`config.mk`:
```
export PLATFORM = sky130hd
export DESIGN_NAME = divu
export DESIGN_NICKNAME = d
export VERILOG_FILES = /design/src/rtl/divu.sv
export SDC_FILE = /design/constraint.sdc
export NUM_CORES = 1
export LEC_CHECK = 0
export BUFFER_PORTS_ARGS = -buffer_cell sky130_fd_sc_hd__clkbuf_2
export CAP_MARGIN = 20
export CELL_PAD_IN_SITES_DETAIL_PLACEMENT = 0
export CELL_PAD_IN_SITES_GLOBAL_PLACEMENT = 1
export CORE_ASPECT_RATIO = 1.75
export CORE_MARGIN = 2
export CORE_UTILIZATION = 25
export CTS_CLUSTER_DIAMETER = 150
export DETAILED_ROUTE_END_ITERATION = 8
export GPL_ROUTABILITY_DRIVEN = 0
export PLACE_DENSITY_LB_ADDON = 0.1
export SLEW_MARGIN = 30
export SYNTH_ARGS = -nofsm -noshare
export SYNTH_HDL_FRONTEND = slang
export SYNTH_SLANG_ARGS = --single-unit
```
`constraint.sdc`:
```
create_clock -name clk -period 7.43 [get_ports clk]
set_input_delay 1.486 -clock clk [delete_from_list [all_inputs] [get_ports clk]]
set_output_delay 1.486 -clock clk [all_outputs]
set_load 0.01 [all_outputs]
```
`src/rtl/divu.sv`:
```
// divu: multi-cycle unsigned restoring divider.
// One shift-subtract iteration per clock; q/r are registered and only change
// on the cycle the result becomes valid (done pulse).
// Optional feature macro: DIVU_ZERO_FAST_EN -- when defined, a zero divisor
// skips the iterative loop and reports its result right after acceptance.
module divu #(
  parameter int WIDTH = 32
) (
  input  logic             clk,
  input  logic             rst,
  input  logic             start,
  input  logic [WIDTH-1:0] dividend,
  input  logic [WIDTH-1:0] divisor,
  output logic [WIDTH-1:0] q,
  output logic [WIDTH-1:0] r,
  output logic             busy,
  output logic             done,
  output logic             div_zero
);

  localparam int CNT_W = $clog2(WIDTH + 1);

  typedef enum logic [1:0] {
    IDLE,
    RUN,
    DONE
  } state_t;

  state_t           state_q, state_d;
  logic [CNT_W-1:0] cnt_q, cnt_d;
  logic [WIDTH-1:0] dvd_q, dvd_d;
  logic [WIDTH-1:0] dvs_q, dvs_d;
  logic [WIDTH-1:0] rem_q, rem_d;
  logic [WIDTH-1:0] q_q, q_d;
  logic [WIDTH-1:0] r_q, r_d;
  logic             div_zero_q, div_zero_d;

  logic [WIDTH:0]   rem_shift;
  logic [WIDTH:0]   rem_sub;
  logic             rem_ge;
  logic [WIDTH-1:0] iter_rem;
  logic [WIDTH-1:0] iter_dvd;
  logic             accept;
  logic             unused_sub_msb;

  // One restoring step: shift the next dividend bit into the partial
  // remainder, subtract the divisor if it fits, and shift the quotient bit
  // into the vacated LSB of the dividend register.
  always_comb begin
    rem_shift = {rem_q, dvd_q[WIDTH-1]};
    rem_sub   = rem_shift - {1'b0, dvs_q};
    rem_ge    = (rem_shift >= {1'b0, dvs_q});
    iter_rem  = rem_ge ? rem_sub[WIDTH-1:0] : rem_shift[WIDTH-1:0];
    iter_dvd  = {dvd_q[WIDTH-2:0], rem_ge};
  end

  // After a successful subtract the remainder is below the divisor, so the
  // top bit of the difference is always zero and never needs storing.
  assign unused_sub_msb = rem_sub[WIDTH];

  // A new request is only taken when no division is running.
  assign accept = start && (state_q != RUN);

  // Next-state and datapath control for the IDLE/RUN/DONE sequencer.
  always_comb begin
    state_d    = state_q;
    cnt_d      = cnt_q;
    dvd_d      = dvd_q;
    dvs_d      = dvs_q;
    rem_d      = rem_q;
    q_d        = q_q;
    r_d        = r_q;
    div_zero_d = div_zero_q;

    case (state_q)
      RUN: begin
        dvd_d = iter_dvd;
        rem_d = iter_rem;
        cnt_d = cnt_q - CNT_W'(1);
        if (cnt_q == CNT_W'(1)) begin
          state_d    = DONE;
          q_d        = iter_dvd;
          r_d        = iter_rem;
          div_zero_d = (dvs_q == '0);
        end
      end
      default: begin
        if (accept) begin
          dvd_d      = dividend;
          dvs_d      = divisor;
          rem_d      = '0;
          cnt_d      = CNT_W'(WIDTH);
          div_zero_d = 1'b0;
          state_d    = RUN;
`ifdef DIVU_ZERO_FAST_EN
          if (divisor == '0) begin
            state_d    = DONE;
            cnt_d      = '0;
            q_d        = '1;
            r_d        = dividend;
            div_zero_d = 1'b1;
          end
`endif
        end else if (state_q == DONE) begin
          state_d = IDLE;
        end
      end
    endcase
  end

  // State and datapath registers with synchronous reset.
  always_ff @(posedge clk) begin
    if (rst) begin
      state_q    <= IDLE;
      cnt_q      <= '0;
      dvd_q      <= '0;
      dvs_q      <= '0;
      rem_q      <= '0;
      q_q        <= '0;
      r_q        <= '0;
      div_zero_q <= 1'b0;
    end else begin
      state_q    <= state_d;
      cnt_q      <= cnt_d;
      dvd_q      <= dvd_d;
      dvs_q      <= dvs_d;
      rem_q      <= rem_d;
      q_q        <= q_d;
      r_q        <= r_d;
      div_zero_q <= div_zero_d;
    end
  end

  assign q        = q_q;
  assign r        = r_q;
  assign busy     = (state_q == RUN);
  assign done     = (state_q == DONE);
  assign div_zero = div_zero_q;

endmodule

```
* Word level (Yosys, flattened, before mapping)
Cells that the tools add are included.
** Cells by class
- $lt $le $gt $ge :: 1
- Add/sub/neg operators :: 2
- Reductions and logical operators :: 8
- Muxes and demuxes :: 14
- Bitwise gates (word level) :: 1
- Equality and inequality tests :: 5
** Operator list (number)
- 32-bit 2-to-1 mux :: 5
- 33-bit by 32-bit >= comparator with 1-bit output :: 1
- 32-bit logical NOT :: 1
- 32-bit subtractor :: 1
- 6-bit 2-to-1 mux :: 2
- 2-bit 2-to-1 mux :: 4
- 2-bit AND reduction :: 4
- 6-bit by 1-bit == test with 1-bit output (second input constant) :: 1
- 6-bit by 1-bit subtractor with 6-bit output (second input constant) :: 1
- 2-bit by 1-bit != test with 1-bit output (second input constant) :: 2
- 1-bit 2-to-1 mux :: 3
- 3-bit nonzero test :: 1
- 2-bit by 1-bit == test with 1-bit output (second input constant) :: 1
- 2-bit == test (second input constant) :: 1
- 2-bit nonzero test :: 1
- 1-bit logical AND :: 1
- 1-bit NOT :: 1
** Storage, ports and cells
- Output and inout bits :: 67
- Flip-flop bits (word level) :: 169
- Logic and storage cells :: 39

* Longest topological paths before layout
- Depth in word-level cells :: 4
- Mapped depth :: 13

* Worst setup path before layout
Ideal clock, no wire load.
- Path type :: input to register
- From :: input port start
- To :: register dvd_q[24]
- Arrival time :: 2737 ps
- Data required time :: 7302 ps
- Setup slack :: 4565 ps
- Stages on the path :: 6
- Cell sequence :: buf_1 clkbuf_1 mux2i_1 nor2_1 a21oi_1 nor2_1
** Between the ends
- Longest elaborated chain between the ends :: 2
** Ends and longest elaborated chain
- start: declaration :: line 11 : input logic start,
- 1-bit logical AND :: line 62 : assign accept = start && (state_q != RUN);
- 2-bit nonzero test (no source line)
- end signal: assignment :: line 125 : dvd_q <= dvd_d;
- end: declaration :: line 31 : logic [WIDTH-1:0] dvd_q, dvd_d;
Every way passes these cells.
A chain may end at the register's enable or synchronous reset.

* Final worst setup path
- From :: register state_q[1]
- To :: output port busy
** Between the ends
- Longest elaborated chain between the ends :: 1
** Ends and longest elaborated chain
- start: declaration :: line 29 : state_t state_q, state_d;
- start signal: assignment :: line 123 : state_q <= state_d;
- 2-bit by 1-bit == test with 1-bit output :: line 136 : assign busy = (state_q == RUN);
- end: declaration :: line 16 : output logic busy,
Every way passes these cells.

==> run summary <==
status -> complete, no violations
Via-to-Cell Ratio -> 4.69
Routed Antenna Nets -> 0
synth warn -> 0
GRT busiest layer -> met2
clk buf depth -> 2
HP Start -> q[30]
layout cells sized above 1 -> 0.176
reg2reg end -> r[8]
Pwr Total -> 2.52 mW
number of global-route vias before repair -> 7,997
drt wl/cell -> 17.8 µm
total CTS buffers -> 17
mux contribution to synthesized area -> 0.0672
Yosys top cell by area -> dfxtp_1
minimum clock period -> 3720 ps
drt pass-1 iters -> 4
clock power share -> 0.360
post-synth cell types -> 64
Setup CP Type -> reg -> out
Async SR Flop Fraction -> 0
Peak Freq -> 269 MHz
Internal Power -> 1.67 mW
top-count cell post-synth -> nand2_1
Synth Register Bits -> 169
synthesized area -> 8580 µm²
Flop pwr share -> 0.389
hold_buf cts -> 0
CP required -> 5940 ps
final core utilization -> 0.302
DPL Wire Length -> 21,400 µm
core area -> 33,700 µm²
CTS Sinks -> 169
Layout Area Growth over Synthesis -> 18.7%
top-area cell type share of the netlist area -> 0.394
met2 global-route usage -> 0.313
worst vdd ir -> 0.187 mV
die height -> 249 µm
EDFF count, synth -> 0
Synth Flop Type -> dfxtp_1
GRT Util Overall -> 0.168
port buffer count -> 133
Clk Latency, worst-skew pair -> 450 ps
Synth top cells by count -> nand2_1 (194), dfxtp_1 (169), a21oi_1 (135)
Hold Path Cell Cnt -> 2
period utilization -> 0.501
compound-gate portion of the synthesized area -> 0.209
final hold violation count -> 0
Setup crit end kind -> primary output
Seq/Total Area, Yosys -> 0.394
final slew viol count -> 0
routing usage on met3 -> 0.0394
clk slew on worst S/H paths -> 70 ps
Post-Synth Simple-Gate Area -> 0.188
Worst R2R Setup Slack -> 3920 ps
Hold/Removal Path Class -> reg -> reg
grt ovf -> 0
cells after synthesis -> 1,074
Comb pwr share -> 0.251
row cnt -> 89
crit-path max FO -> 46
dpl ws -> 3600 ps
RSZ-0062 raised after global routing -> no
max cap viols -> 0
DRT iter0 DRCs -> 284
slew margin rel. -> 0.441
die width -> 144 µm
Adder-Cell Fraction of Synth Area -> 0.0548
setup violators final -> 0
die area -> 35,900 µm²
first-pass GRT wire length -> 45,800 µm
worst slew pin tran -> 839 ps
grt met1 use -> 0.178
fraction of synthesized cell area in xor and xnor cells -> 0.0316
clock root cell -> clkbuf_16
Min-Delay Endpoint -> q[30]
LEAKAGE -> 4.10 nW
CTS tree -> built
via count -> 7,659
post-CTS sizing -> 0
Net count, final -> 1,269
Syn Nets -> 1,178
Ports -> 134
Layout Skew -> 9.33 ps
H-tree depth -> 4
TNS Setup -> 0 ps
switching share of total power -> 0.336
Total Wirelength -> 29,100 µm
drc violations -> 0
R2R Path Start -> dvs_q[8]
largest net degree at the start of global routing -> 55
PwrDens -> 247 nW/µm²
Starting Density -> 0.254
initial antenna violation count -> 0
CP arrival -> 2240 ps
top cells by area, synth -> dfxtp_1 (39%), nand2_1 (8.5%), a21oi_1 (7.9%)
n_diodes -> 0
Avg Inst Size Synth -> 7.99 µm²
fin worst setup slack -> 3710 ps
R2R depth -> 10
crit start category -> flop
Sw Pwr -> 0.846 mW
Setup Buffers After CTS -> 0
largest family of logic cells by synthesized area -> compound AO/OA/AOI/OAI gates
[cell type report]
type	count	area [µm²]
Inverter	45	169
Timing Repair Buffer	142	736
Clock buffer	17	425
Tap cell	455	569
Sequential cell	169	3380
Clock inverter	14	149
Fill cell	3750	23600
Multi-Input combinational cell	790	4760
[power by group through the flow]
stage | logic [mW] | registers, mW | clock network (mW)
floorplan | 0.468 | 0.991 | 0
finish | 0.632 | 0.981 | 0.907
detailed placement | 0.642 | 1.00 | 0
global placement | 0.644 | 1.00 | 0
CTS | 0.645 | 0.982 | 0.941
global route | 0.701 | 0.987 | 0.978
[kinds of logic after synthesis]
| group | after synthesis |
|---|---|
| simple gates | 378 |
| buf+inv | 115 |
| fa+ha+maj | 37 |
| flops | 169 |
| xor+xnor | 31 |
| compound gates | 289 |
| mux | 55 |
[worst max-delay path, cell delays in order (launching register included)]
cell and delay, ps:
dfxtp_1 330, inv_1 60, ha_2 640, buf_4 530, clkbuf_2 220
[cell usage in the layout, fill, tap and decap left out, types with 17 or more instances in the layout]
master	n
nand2_1	193
dfxtp_1	169
a21oi_1	135
clkbuf_2	132
nor2_1	114
mux2i_1	48
inv_1	45
ha_1	35
o21ai_0	31
a211oi_1	27
xnor2_1	19
o21ai_1	19
clkbuf_16	17
[stage by stage]
stage | hold slack (ps) | cell area (µm²) | std cells
floorplan | 434 | 8580 | 1074
global placement | 445 | 9610 | 1601
detailed placement | 449 | 9610 | 1601
CTS | 459 | 10200 | 1632
global route | 475 | 10200 | 1632
finish | 455 | 10200 | 1632
[state kept, by name (all words and copies together) (netlist names)]
signal    cells
r            32
dvd_q        32
dvs_q        32
rem_q        32
q            32
state_q       2
div_zero      1
cnt_q         6
[layer usage]
| layer | up-vias | share of wire |
|---|---|---|
| met5 | - | 0 |
| met4 | 0 | 0.027 |
| met3 | 35 | 0.040 |
| met2 | 141 | 0.55 |
| met1 | 3585 | 0.39 |
| li1 | 3898 | - |
[how the worst max path moves through the flow]
stage | from | endpoint | slack [ps] | depth (start not counted)
after floorplan | start | dvd_q[24] | 4570 | 6
after global placement | start | cnt_q[5] | 3660 | 6
after detailed placement | start | cnt_q[5] | 3600 | 6
after CTS | state_q[1] | busy | 3660 | 4
after global routing | dvs_q[8] | r[8] | 3540 | 10
final | state_q[1] | busy | 3710 | 4
(Power assumes the default switching activity.)
